[config.mk]
export PLATFORM = sky130hd
export DESIGN_NAME = mem_arbiter
export DESIGN_NICKNAME = d
export VERILOG_FILES = /design/src/rtl/mem_arbiter.sv
export SDC_FILE = /design/constraint.sdc
export NUM_CORES = 1
export LEC_CHECK = 0
export BUFFER_PORTS_ARGS = -buffer_cell sky130_fd_sc_hd__buf_2
export CORE_ASPECT_RATIO = 0.5
export CORE_MARGIN = 3
export CORE_UTILIZATION = 47
export DETAILED_ROUTE_END_ITERATION = 7
export GPL_TIMING_DRIVEN = 0
export HOLD_SLACK_MARGIN = 0.05
export PLACE_DENSITY_LB_ADDON = 0.3
export SYNTH_ARGS = -nofsm -noshare
export SYNTH_HDL_FRONTEND = slang
export SYNTH_SLANG_ARGS = --single-unit
[constraint.sdc]
create_clock -name CLK -period 2.1 [get_ports CLK]
set_input_delay 0.21 -clock CLK [delete_from_list [all_inputs] [get_ports CLK]]
set_output_delay 0.21 -clock CLK [all_outputs]
set_load 0.005 [all_outputs]
[src/rtl/mem_arbiter.sv]
// Shares one RAM port between instruction fetch and data access.
// Grants alternate under contention, and a watchdog aborts stalled accesses.
module mem_arbiter #(
    parameter int AW      = 32,
    parameter int DW      = 32,
    parameter int TIMEOUT = 64
) (
    input  logic          CLK,
    input  logic          nRST,
    input  logic          iREN,
    input  logic [AW-1:0] iaddr,
    output logic          ihit,
    output logic [DW-1:0] iload,
    input  logic          dREN,
    input  logic          dWEN,
    input  logic [AW-1:0] daddr,
    input  logic [DW-1:0] dstore,
    output logic          dhit,
    output logic [DW-1:0] dload,
    output logic          ramREN,
    output logic          ramWEN,
    output logic [AW-1:0] ramaddr,
    output logic [DW-1:0] ramstore,
    input  logic [DW-1:0] ramload,
    input  logic [1:0]    ramstate,
    output logic          err
);

    localparam logic [1:0] RS_ACCESS = 2'd2;
    localparam logic [1:0] RS_ERROR  = 2'd3;
    localparam int         CW        = $clog2(TIMEOUT);
    localparam logic [CW-1:0] CNT_MAX = CW'(TIMEOUT - 1);

    typedef enum logic [1:0] {IDLE, DACC, IACC, RESP} state_t;

    state_t        r_state;
    state_t        w_next;
    logic [CW-1:0] r_wait_cnt;
    logic          r_last_d;
    logic          r_wr;
    logic [AW-1:0] r_addr;
    logic [DW-1:0] r_store;
    logic [DW-1:0] r_iload;
    logic [DW-1:0] r_dload;
    logic          r_ihit;
    logic          r_dhit;
    logic          r_err;

    logic w_dreq;
    logic w_grant_d;
    logic w_grant_i;
    logic w_in_acc;
    logic w_done;
    logic w_timeout;
    logic w_abort;

    // Data wins unless it won last time and the instruction side is also waiting.
    assign w_dreq    = dREN | dWEN;
    assign w_grant_d = (r_state == IDLE) & w_dreq & (~iREN | ~r_last_d);
    assign w_grant_i = (r_state == IDLE) & iREN & ~w_grant_d;
    assign w_in_acc  = (r_state == DACC) | (r_state == IACC);
    assign w_done    = w_in_acc & (ramstate == RS_ACCESS);
    assign w_timeout = (r_wait_cnt == CNT_MAX);
    assign w_abort   = w_in_acc & ~w_done & ((ramstate == RS_ERROR) | w_timeout);

    always_ff @(posedge CLK) begin
        if (!nRST) begin
            r_state <= IDLE;
        end else begin
            r_state <= w_next;
        end
    end

    always_comb begin
        w_next = r_state;
        case (r_state)
            IDLE: begin
                if (w_grant_d) begin
                    w_next = DACC;
                end else if (w_grant_i) begin
                    w_next = IACC;
                end
            end
            DACC, IACC: begin
                if (w_done) begin
                    w_next = RESP;
                end else if (w_abort) begin
                    w_next = IDLE;
                end
            end
            RESP:    w_next = IDLE;
            default: w_next = IDLE;
        endcase
    end

    // RAM side depends only on state and captured request, never on live inputs.
    always_comb begin
        ramREN   = 1'b0;
        ramWEN   = 1'b0;
        ramaddr  = '0;
        ramstore = '0;
        case (r_state)
            DACC: begin
                ramREN   = ~r_wr;
                ramWEN   = r_wr;
                ramaddr  = r_addr;
                ramstore = r_store;
            end
            IACC: begin
                ramREN  = 1'b1;
                ramaddr = r_addr;
            end
            default: ;
        endcase
    end

    always_ff @(posedge CLK) begin
        if (!nRST) begin
            r_wait_cnt <= '0;
            r_last_d   <= 1'b0;
            r_wr       <= 1'b0;
            r_addr     <= '0;
            r_store    <= '0;
            r_iload    <= '0;
            r_dload    <= '0;
            r_ihit     <= 1'b0;
            r_dhit     <= 1'b0;
            r_err      <= 1'b0;
        end else begin
            if (w_grant_d | w_grant_i) begin
                r_addr     <= w_grant_d ? daddr : iaddr;
                r_store    <= dstore;
                r_wr       <= w_grant_d & dWEN;
                r_last_d   <= w_grant_d;
                r_wait_cnt <= '0;
            end else if (w_in_acc && !w_timeout) begin
                r_wait_cnt <= r_wait_cnt + 1'b1;
            end
            r_ihit <= (r_state == IACC) & w_done;
            r_dhit <= (r_state == DACC) & w_done;
            if ((r_state == IACC) && w_done) begin
                r_iload <= ramload;
            end
            // A completed write leaves the last read value in dload.
            if ((r_state == DACC) && w_done && !r_wr) begin
                r_dload <= ramload;
            end
            if (w_abort) begin
                r_err <= 1'b1;
            end
        end
    end

    assign ihit  = r_ihit;
    assign dhit  = r_dhit;
    assign iload = r_iload;
    assign dload = r_dload;
    assign err   = r_err;

endmodule

======== Yosys cells after proc, flatten, opt, wreduce, memory -nomap -nowiden ========
Index checks and enable logic that the tools add are counted.
cells by class
  equality and inequality tests ........... 8
  muxes and demuxes ....................... 10
  add/sub/neg operators ................... 1
  reduce and logical (&&, ||, !) cells .... 10
  bitwise gates (word level) .............. 21
operators with widths
  kind                                           number
  2-to-1 mux 32 bit                              3
  AND 1 bit                                      10
  == test 2 bit, second input constant           4
  2-to-1 mux 2 bit                               4
  adder 6 x 1 -> 6 bit, second input constant    1
  == test 6 bit, second input constant           1
  inverter 1 bit                                 6
  case mux 2 bit (3 select lines)                1
  bitwise OR 1 bit                               5
  logical AND 1 bit                              4
  OR reduction 2 bit                             2
  != test 3 x 1 -> 1 bit, second input constant  1
  != test 3 bit, second input constant           1
  == test 2 x 1 -> 1 bit, second input constant  1
  logical NOT 1 bit                              2
  logical NOT 2 bit                              1
  case mux 1 bit (2 select lines)                1
  AND reduction 2 bit                            1
  2-to-1 mux 1 bit                               1
word-level totals
  bits of input ports ..................... 135
  register bits after elaboration ......... 141
  output and inout port bits .............. 133
  word-level logic and storage cells ...... 61

======== Longest topological paths before layout ========
Gate-level depths: netlist (run 1).
  depth in word-level cells ............... 9
  depth in mapped cells ................... 9

======== Least setup slack after synthesis (run 1) ========
Ideal clock, no wire load.
  path type ............................... register -> register
  from .................................... reg r_state[0]
  to ...................................... reg r_dload[10] (netlist: dload[10])
  buffers on the path ..................... 3
  arrival time ............................ 1.557 ns
  path slack .............................. 0.410 ns
  cell stages (with the launch flop) ...... 10
  clock period less this slack ............ 1.690 ns
  cells stage by stage .................... dfxtp_1 -> inv_1 -> ha_1 -> and3b_1 -> buf_2 -> and2_1 -> buf_4 -> buf_6 -> nand2_1 -> a21oi_1
on the way
  longest elaborated chain between the ends .. 5
  elaborated cells on any way between the ends .. 6
  those cells by class .................... 2 x eq/ne; 2 x bitwise; 2 x reduce/logical
ends and longest elaborated chain
  what                                                     RTL line  text
  from (decl)                                              36        state_t r_state;
  from (signal assigned)                                   70        r_state <= w_next;
  == test 2 x 1 -> 1 bit or == test 2 bit (tied branches)  61, 145
  bitwise OR 1 bit                                         61        assign w_in_acc = (r_state == DACC) | (r_state == IACC);
  AND 1 bit                                                62        assign w_done = w_in_acc & (ramstate == RS_ACCESS);
  logical AND 1 bit (*) (2 in series)                      145       if ((r_state == DACC) && w_done && !r_wr) begin
  to (signal assigned)                                     146       r_dload <= ramload;
  to (decl)                                                44        logic [DW-1:0] r_dload;
Every way passes the cells marked *; elsewhere a longest branch is shown, timed or not.
A chain may end at the register's enable or synchronous reset.

======== Final worst setup path (run 1) ========
  from .................................... reg r_state[1]
  to ...................................... out ramstore[4]
on the way
  longest elaborated chain between the ends .. 2
ends and longest elaborated chain
  what                    RTL line  text
  == test 2 x 1 -> 1 bit  102       case (r_state)
  2-to-1 mux 32 bit       102
  to (decl)               23        output logic [DW-1:0] ramstore,
Every way passes these cells.

==> flow_summary.html, run 1 <==
<table>
<tr><th>Metric</th><th>Value</th></tr>
<tr><th colspan="2">GRT</th></tr>
<tr><td>Wire length of the first global-routing pass</td><td>27100 um</td></tr>
<tr><td>Routing usage on met1</td><td>28.0%</td></tr>
<tr><td>Met3 Use GR</td><td>5.46%</td></tr>
<tr><td>Fraction of met2 tracks used by global routing</td><td>41.7%</td></tr>
<tr><td>Global-route layer with the greatest usage</td><td>met2</td></tr>
<tr><td>Initial antenna violation count</td><td>0</td></tr>
<tr><td>Largest net degree at the start of global routing</td><td>17</td></tr>
<tr><td>Via count of the first global-routing pass</td><td>5951</td></tr>
<tr><td>GR Overflow Total</td><td>0</td></tr>
<tr><td>Total Routing Usage GR</td><td>23.8%</td></tr>
<tr><th colspan="2">Final layout</th></tr>
<tr><td>Fraction of layout cells with a size suffix above 1</td><td>32.5%</td></tr>
<tr><td>Final Net Count</td><td>1170</td></tr>
<tr><td>Number of cells in the finished layout apart from fillers</td><td>1208</td></tr>
<tr><td>Sequential Area</td><td>2820 um2</td></tr>
<tr><td>Area Overhead vs Synth</td><td>43.4%</td></tr>
<tr><td>Area of combinational cells with multiple inputs</td><td>2690 um2</td></tr>
<tr><td>Inserted Diodes</td><td>0</td></tr>
<tr><td>Layout Utilization</td><td>70.2%</td></tr>
<tr><td>Number of fill cells in the layout</td><td>1010</td></tr>
<tr><td>Final Instance Area</td><td>8430 um2</td></tr>
<tr><td>Leading cell type in the layout, fill and taps excluded</td><td>buf_2</td></tr>
<tr><td>Most frequent cells in the layout</td><td>281 x buf_2, 198 x nand2_1, 141 x dfxtp_1</td></tr>
<tr><th colspan="2">Setup path</th></tr>
<tr><td>Critical path startpoint category</td><td>flop</td></tr>
<tr><td>Worst path required time</td><td>1.89 ns</td></tr>
<tr><td>Data arrival time at the worst-slack endpoint</td><td>1.83 ns</td></tr>
<tr><td>Count of buffering cells on the critical path with inverters included</td><td>3</td></tr>
<tr><td>Worst setup path category</td><td>flop to output pin</td></tr>
<tr><td>Crit end category</td><td>output pin</td></tr>
<tr><td>Cell with the largest stage delay on the worst path</td><td>buf_1</td></tr>
<tr><td>Dominant delay contributor by cell family on the critical path</td><td>buffers and inverters</td></tr>
<tr><td>Critical path cell sequence</td><td>inv_1 &gt; ha_1 &gt; buf_1 &gt; and2_1 &gt; buf_2</td></tr>
<tr><td>Critical path's largest stage delay</td><td>0.32 ns</td></tr>
<tr><td>Critical path fanouts, max</td><td>10</td></tr>
<tr><th colspan="2">Clocking</th></tr>
<tr><td>Clock tree from TritonCTS</td><td>done</td></tr>
<tr><td>Buffers inserted during post-CTS setup optimization</td><td>0</td></tr>
<tr><td>Maximum clock insertion buffer count</td><td>2</td></tr>
<tr><td>CTS clock-pin slew for the worst setup and hold paths</td><td>0.06 ns</td></tr>
<tr><td>Source-to-sink clock delay at the later pin of the worst-skew pair</td><td>0.40 ns</td></tr>
<tr><td>Clock net sink count</td><td>141</td></tr>
<tr><td>Number of buffers created by CTS</td><td>17</td></tr>
<tr><td>CTS HTree Levels</td><td>4</td></tr>
<tr><td>Root Buffer Master</td><td>clkbuf_16</td></tr>
<tr><th colspan="2">Pwr</th></tr>
<tr><td>Net switching power figure</td><td>3.30 mW</td></tr>
<tr><td>Sequential fraction of design power</td><td>33.9%</td></tr>
<tr><td>Combinational cell fraction of total power</td><td>34.9%</td></tr>
<tr><td>Tot Pwr</td><td>10.1 mW</td></tr>
<tr><td>Cell-internal power</td><td>6.82 mW</td></tr>
<tr><td>Clock network fraction of design power</td><td>31.2%</td></tr>
<tr><td>Switching part of the total</td><td>32.6%</td></tr>
<tr><td>P per Cell Area</td><td>1200 nW/um2</td></tr>
<tr><td>Static leakage</td><td>3.96 nW</td></tr>
<tr><td>Worst voltage drop across the vdd grid</td><td>0.828 mV</td></tr>
<tr><th colspan="2">Routing</th></tr>
<tr><td>Number of vias per cell</td><td>4.97</td></tr>
<tr><td>Avg WL per Cell</td><td>14.1 um</td></tr>
<tr><td>DRC Markers</td><td>0</td></tr>
<tr><td>DR vias</td><td>6008</td></tr>
<tr><td>Total Wirelength</td><td>17000 um</td></tr>
<tr><td>Total iterations of the first detailed-routing run</td><td>5</td></tr>
<tr><td>Detail Route Antenna Nets</td><td>0</td></tr>
<tr><td>Starting DRC count in detailed routing</td><td>297</td></tr>
<tr><th colspan="2">Placed design</th></tr>
<tr><td>Routability congestion estimate from global placement</td><td>0.804</td></tr>
<tr><td>Cell area after placement</td><td>7420 um2</td></tr>
<tr><td>Post-detail-place hpwl</td><td>12100 um</td></tr>
<tr><td>Port buffer count</td><td>266</td></tr>
<tr><td>Number of cells in the design after placement</td><td>1140</td></tr>
<tr><th colspan="2">Worst hold path</th></tr>
<tr><td>Type of the most critical hold path</td><td>primary input to flop</td></tr>
<tr><th colspan="2">Floorplanning</th></tr>
<tr><td>Floorplan die area</td><td>14000 um2</td></tr>
<tr><td>Starting Density</td><td>48.9%</td></tr>
<tr><td>Number of top-level pins</td><td>268</td></tr>
<tr><td>Horizontal die dimension</td><td>164 um</td></tr>
<tr><td>Die height</td><td>85.1 um</td></tr>
<tr><td>Core box area</td><td>12000 um2</td></tr>
<tr><td>Row cnt</td><td>28</td></tr>
<tr><th colspan="2">Outcome</th></tr>
<tr><td>Result of the run</td><td>complete, no violations</td></tr>
<tr><th colspan="2">Synth</th></tr>
<tr><td>Mean cell area of the mapped netlist</td><td>8.29 um2</td></tr>
<tr><td>Yosys Warn Count</td><td>0</td></tr>
<tr><td>Combined area of all synthesized cells</td><td>5880 um2</td></tr>
<tr><td>Number of distinct library cells after synthesis</td><td>38</td></tr>
<tr><td>Mapped Cells</td><td>709</td></tr>
<tr><td>Syn_nets</td><td>849</td></tr>
<tr><td>Share of the yosys chip area belonging to registers</td><td>48.0%</td></tr>
<tr><td>Number of flip-flops and latches in the synthesized netlist</td><td>141</td></tr>
<tr><th colspan="2">Timing</th></tr>
<tr><td>Slew Limit Headroom</td><td>56.8%</td></tr>
<tr><td>Hold violation count in the final report</td><td>0</td></tr>
<tr><td>Setup repair after global routing missed its margin</td><td>true</td></tr>
<tr><td>Count of pins over their slew limit</td><td>0</td></tr>
<tr><td>Final Cycle Share</td><td>97.0%</td></tr>
<tr><td>Fin Clk Skew</td><td>0.00841 ns</td></tr>
<tr><td>Minimum clock period</td><td>2.04 ns</td></tr>
<tr><td>Total negative slack</td><td>0 ns</td></tr>
<tr><td>Slew of the pin with the lowest slew margin</td><td>0.648 ns</td></tr>
<tr><td>Final setup viols</td><td>0</td></tr>
<tr><td>Timing-limited maximum frequency</td><td>491 MHz</td></tr>
<tr><th colspan="2">Flow run</th></tr>
<tr><td>Reported max-cap violation count</td><td>0</td></tr>
</table>
## cell type report
cell class	instances	share of cell area, %
well taps	165	2.45
inverters	3	0.134
flip-flops and latches	141	33.5
clock buffers	18	5.09
clock inverters	14	2.29
repair buffers	302	20.1
multi-input cells	509	31.9
plain buffers	56	4.61
## layer usage
metal  vias to the layer above  share of wire [%]  wire [um]
li1                       2973                  -          -
met1                      2754                 41       7050
met2                       225                 48       8250
met3                        56                6.7       1140
met4                         0                3.5        603
met5                         -                  0          0
## power by group through the flow
stage                     sequential (mW)  combinational [mW]  clock [mW]
after floorplan                      3.42                2.31           0
after CTS                            3.42                3.51        3.20
after detailed placement             3.47                3.36           0
final                                3.43                3.53        3.15
after global routing                 3.49                3.92        3.32
after global placement               3.45                3.32           0
## kinds of logic after synthesis
| kind of cell | share of synthesized area [%] |
|---|---|
| simple gates | 22.0 |
| compound gates | 16.2 |
| flops | 48.0 |
| buf+inv | 6.47 |
| mux | 5.79 |
| fa+ha+maj | 1.06 |
| xor+xnor | 0.447 |
## path summary, 6_finish.rpt
| kind | startpoint | slack [ns] | depth (start not counted) | endpoint |
|---|---|---|---|---|
| min | ramload[9] | 0.06 | 3 | iload[9] |
| max reg2reg | r_state[0] | 0.24 | 8 | iload[29] |
| min reg2reg | r_store[28] | 0.45 | 2 | r_store[28] |
| max | r_state[1] | 0.06 | 5 | ramstore[4] |
## sequential cells by signal, indices dropped and copies added (netlist names)
name,flops
iload,32
dload,32
r_addr,32
r_store,32
r_state,2
ihit,1
r_wr,1
dhit,1
r_last_d,1
r_wait_cnt,6
err,1
## what timing repair did
action | in CTS | in global routing
endpoints found under the hold margin | 41 | 0
gates cloned | 0 | 0
hold buffers | 36 | 0
gates resized for setup | 7 | 11
setup endpoints to repair | 33 | 60
## worst reg2reg max path: stages, from the launching register on
cell,delay (ns)
dfxtp_1,0.35
inv_1,0.11
ha_4,0.27
and3b_1,0.18
buf_2,0.16
nand2_1,0.21
buf_2,0.27
nand2_1,0.08
a21oi_1,0.16
## per-stage QoR
stage	hold WS, ns	worst slack, ns
CTS	0.0502	0.0236
global route	0.0588	-0.0618
global placement	0.438	-0.0181
detailed placement	0.442	-0.0244
floorplan	0.346	0.410
finish	0.0593	0.0627
## Yosys cell counts, drive strengths merged
cell type	instances	area, um2
a21boi	1	18.8
a21o	1	7.51
a21oi	132	661
a22oi	1	7.51
a311oi	2	17.5
a31oi	1	6.26
and2	67	419
and3	2	12.5
and3b	1	8.76
and4b	1	10.0
buf	32	279
clkbuf	24	90.1
dfxtp	141	2820
ha	5	62.6
inv	3	11.3
mux2i	34	340
nand2	198	743
nand2b	2	12.5
nand3	1	5.00
nand3b	1	7.51
nand4	1	6.26
nor2	9	33.8
nor2b	2	15.0
nor3	3	20.0
o2111a	1	11.3
o2111ai	1	8.76
o211ai	2	15.0
o21a	2	22.5
o21ai	34	170
o21bai	1	7.51
xnor2	1	8.76
xor2	2	17.5
Note: power is estimated with default switching activity, not from simulation.
==> run 2: changes to the inputs <==
--- a/config.mk
+++ b/config.mk
@@ -6,12 +6,14 @@
 export NUM_CORES = 1
 export LEC_CHECK = 0
 export BUFFER_PORTS_ARGS = -buffer_cell sky130_fd_sc_hd__buf_2
+export CAP_MARGIN = 20
 export CORE_ASPECT_RATIO = 0.5
 export CORE_MARGIN = 3
-export CORE_UTILIZATION = 47
+export CORE_UTILIZATION = 30
 export DETAILED_ROUTE_END_ITERATION = 7
 export GPL_TIMING_DRIVEN = 0
 export HOLD_SLACK_MARGIN = 0.05
+export MAX_ROUTING_LAYER = met4
 export PLACE_DENSITY_LB_ADDON = 0.3
 export SYNTH_ARGS = -nofsm -noshare
 export SYNTH_HDL_FRONTEND = slang
==> flow_summary.html, run 2 (synthesized netlist as in run 1, its figures left out) <==
<table>
<tr><th>Metric</th><th>Value</th></tr>
<tr><th colspan="2">Setup path</th></tr>
<tr><td>Critical path's largest stage delay</td><td>0.38 ns (+0.06 ns)</td></tr>
<tr><td>Startpoint of the worst register-to-register path</td><td>r_state[0]</td></tr>
<tr><td>Destination of the worst register-to-register timing path</td><td>dload[2]</td></tr>
<tr><td>Critical path startpoint category</td><td>flop</td></tr>
<tr><td>Critical Path Start</td><td>r_state[0]</td></tr>
<tr><td>Worst path required time</td><td>1.89 ns (about the same)</td></tr>
<tr><td>Count of buffering cells on the critical path with inverters included</td><td>4 (+1)</td></tr>
<tr><td>Worst setup path category</td><td>flop to output pin</td></tr>
<tr><td>Crit end category</td><td>output pin</td></tr>
<tr><td>Critical path fanouts, max</td><td>10 (unchanged)</td></tr>
<tr><td>Worst R2R Setup Slack</td><td>0.23 ns (about the same)</td></tr>
<tr><td>Dominant delay contributor by cell family on the critical path</td><td>buffers and inverters</td></tr>
<tr><td>Critical path cell sequence</td><td>inv_2 &gt; ha_4 &gt; clkbuf_8 &gt; clkbuf_4 &gt; and2_1 &gt; buf_2</td></tr>
<tr><td>Cell with the largest stage delay on the worst path</td><td>dfxtp_1</td></tr>
<tr><td>Data arrival time at the worst-slack endpoint</td><td>1.78 ns (-0.05 ns)</td></tr>
<tr><td>Levels on crit path</td><td>6 (+1)</td></tr>
<tr><td>Worst R2R Path Depth</td><td>8 (unchanged)</td></tr>
<tr><td>Crit path to</td><td>ramaddr[11]</td></tr>
<tr><th colspan="2">Clocking</th></tr>
<tr><td>CTS HTree Levels</td><td>4 (unchanged)</td></tr>
<tr><td>Clock net sink count</td><td>141 (unchanged)</td></tr>
<tr><td>CTS clock-pin slew for the worst setup and hold paths</td><td>0.06 ns (about the same)</td></tr>
<tr><td>Buffers inserted during post-CTS setup optimization</td><td>0 (unchanged)</td></tr>
<tr><td>Root Buffer Master</td><td>clkbuf_16</td></tr>
<tr><td>Clock tree from TritonCTS</td><td>done</td></tr>
<tr><td>Number of buffers created by CTS</td><td>17 (unchanged)</td></tr>
<tr><td>Maximum clock insertion buffer count</td><td>2 (unchanged)</td></tr>
<tr><td>Source-to-sink clock delay at the later pin of the worst-skew pair</td><td>0.42 ns (+0.02 ns)</td></tr>
<tr><th colspan="2">Final layout</th></tr>
<tr><td>Inserted Diodes</td><td>0 (unchanged)</td></tr>
<tr><td>Most frequent cells in the layout</td><td>281 x buf_2, 198 x nand2_1, 141 x dfxtp_1</td></tr>
<tr><td>Leading cell type in the layout, fill and taps excluded</td><td>buf_2</td></tr>
<tr><td>Area Overhead vs Synth</td><td>49.9%</td></tr>
<tr><td>Fraction of layout cells with a size suffix above 1</td><td>32.1% (-0.38 points)</td></tr>
<tr><td>Layout Utilization</td><td>46.9% (-23 points)</td></tr>
<tr><td>Final Net Count</td><td>1198 (+2.4%)</td></tr>
<tr><td>Final Instance Area</td><td>8820 um2 (+4.6%)</td></tr>
<tr><th colspan="2">Timing</th></tr>
<tr><td>Minimum clock period</td><td>1.99 ns (-0.0482 ns)</td></tr>
<tr><td>Count of pins over their slew limit</td><td>0 (unchanged)</td></tr>
<tr><td>Fin Clk Skew</td><td>0.00948 ns (+0.00106 ns)</td></tr>
<tr><td>Timing-limited maximum frequency</td><td>503 MHz (+2.4%)</td></tr>
<tr><td>Hold violation count in the final report</td><td>0 (unchanged)</td></tr>
<tr><td>Slew of the pin with the lowest slew margin</td><td>0.599 ns (-0.0494 ns)</td></tr>
<tr><td>Final setup viols</td><td>0 (unchanged)</td></tr>
<tr><td>Final Worst Setup Slack</td><td>0.111 ns (+0.0482 ns)</td></tr>
<tr><td>Final Cycle Share</td><td>94.7% (-2.3 points)</td></tr>
<tr><td>Slew Limit Headroom</td><td>60.1% (+3.3 points)</td></tr>
<tr><td>Worst hold-check slack</td><td>0.0793 ns (+0.0201 ns)</td></tr>
<tr><td>Setup repair after global routing missed its margin</td><td>false</td></tr>
<tr><th colspan="2">Routing</th></tr>
<tr><td>Detail Route Antenna Nets</td><td>0 (unchanged)</td></tr>
<tr><td>Total iterations of the first detailed-routing run</td><td>4 (-1)</td></tr>
<tr><td>Total Wirelength</td><td>18700 um (+10%)</td></tr>
<tr><td>Starting DRC count in detailed routing</td><td>250 (-16%)</td></tr>
<tr><td>DRC Markers</td><td>0 (unchanged)</td></tr>
<tr><td>Avg WL per Cell</td><td>14.1 um (about the same)</td></tr>
<tr><td>Number of vias per cell</td><td>4.49 (-9.7%)</td></tr>
<tr><td>DR vias</td><td>5970 (-0.63%)</td></tr>
<tr><th colspan="2">Placed design</th></tr>
<tr><td>Post-detail-place hpwl</td><td>13600 um (+12%)</td></tr>
<tr><td>Routability congestion estimate from global placement</td><td>0.778 (-3.1%)</td></tr>
<tr><td>Port buffer count</td><td>266 (unchanged)</td></tr>
<tr><td>Cell area after placement</td><td>7530 um2 (+1.6%)</td></tr>
<tr><td>Pre-CTS worst setup slack</td><td>-0.0872 ns (-0.0628 ns)</td></tr>
<tr><th colspan="2">Flow run</th></tr>
<tr><td>Reported max-cap violation count</td><td>0 (unchanged)</td></tr>
<tr><th colspan="2">Floorplanning</th></tr>
<tr><td>Floorplan die area</td><td>21400 um2 (+53%)</td></tr>
<tr><td>Horizontal die dimension</td><td>204 um (+24%)</td></tr>
<tr><td>Die height</td><td>105 um (+23%)</td></tr>
<tr><td>Row cnt</td><td>35 (+25%)</td></tr>
<tr><td>Starting Density</td><td>31.3% (-18 points)</td></tr>
<tr><td>Number of top-level pins</td><td>268 (unchanged)</td></tr>
<tr><td>Core box area</td><td>18800 um2 (+56%)</td></tr>
<tr><th colspan="2">GRT</th></tr>
<tr><td>GR Overflow Total</td><td>0 (unchanged)</td></tr>
<tr><td>Wire length of the first global-routing pass</td><td>30100 um (+11%)</td></tr>
<tr><td>Total Routing Usage GR</td><td>18.0% (-5.8 points)</td></tr>
<tr><td>Via count of the first global-routing pass</td><td>6020 (+1.2%)</td></tr>
<tr><td>Largest net degree at the start of global routing</td><td>17 (unchanged)</td></tr>
<tr><td>Initial antenna violation count</td><td>0 (unchanged)</td></tr>
<tr><th colspan="2">Pwr</th></tr>
<tr><td>Tot Pwr</td><td>10.1 mW (+0.20%)</td></tr>
<tr><td>Static leakage</td><td>4.08 nW (+2.9%)</td></tr>
<tr><td>Worst voltage drop across the vdd grid</td><td>0.620 mV (-25%)</td></tr>
<tr><td>P per Cell Area</td><td>1150 nW/um2 (-4.2%)</td></tr>
<tr><th colspan="2">Worst hold path</th></tr>
<tr><td>Type of the most critical hold path</td><td>primary input to flop</td></tr>
<tr><th colspan="2">Outcome</th></tr>
<tr><td>Result of the run</td><td>complete, no violations</td></tr>
</table>
[run 2: stage by stage]
step	cells	TNS [ns]
3_5_place_dp	1234	-0.708
3_3_place_gp	1234	-0.478
4_1_cts	1330	0
5_1_grt	1330	0
2_1_floorplan	709	0
6_report	1330	0
[run 2: metal layers]
layer | part of all wire, % | track usage (%)
met1 | 43 | 21.2
met5 | 0 | -
met2 | 50 | 30.9
met4 | 1.7 | 5.44
met3 | 5.1 | 4.01
[run 2: power by group]
group | switching, mW | total (mW) | internal [mW]
Combinational | 1.95 | 3.63 | 1.69
Sequential | 0.237 | 3.44 | 3.20
Clock | 1.26 | 3.07 | 1.80
[run 2: area by class of cell]
class,count,area [um2]
plain buffers,56,400
clock buffers,18,439
clock inverters,14,155
fillers,1882,9970
inverters,3,11.3
multi-input cells,509,2690
flip-flops and latches,141,2820
well taps,259,324
repair buffers,330,1970
[run 2: repair_timing]
action | 4_1_cts | 5_1_grt
endpoints found under the setup margin | 36 | 38
resized for setup | 12 | 7
hold buffers | 64 | 0
endpoints found under the hold margin | 92 | 0
[run 2: worst reg2reg max path, delay by kind of cell (launching register included)]
| kind | cells | cell delay [ns] |
|---|---|---|
| AND/OR/NAND/NOR | 3 | 0.45 |
| adder cells (fa/ha/maj) | 1 | 0.26 |
| buffers and inverters | 3 | 0.51 |
| AO/OA/AOI/OAI | 1 | 0.17 |
| flip-flops | 1 | 0.38 |
[run 2: worst min path at each step]
stage | start | endpoint | slack [ns] | cells past startpoint
after floorplan | dstore[0] | r_store[0] | 0.35 | 2
after global placement | r_store[0] | r_store[0] | 0.44 | 2
after detailed placement | r_store[29] | r_store[29] | 0.44 | 2
after CTS | ramstate[0] | err | 0.06 | 3
after global routing | daddr[28] | r_addr[28] | 0.09 | 3
final | ramstate[0] | err | 0.08 | 3
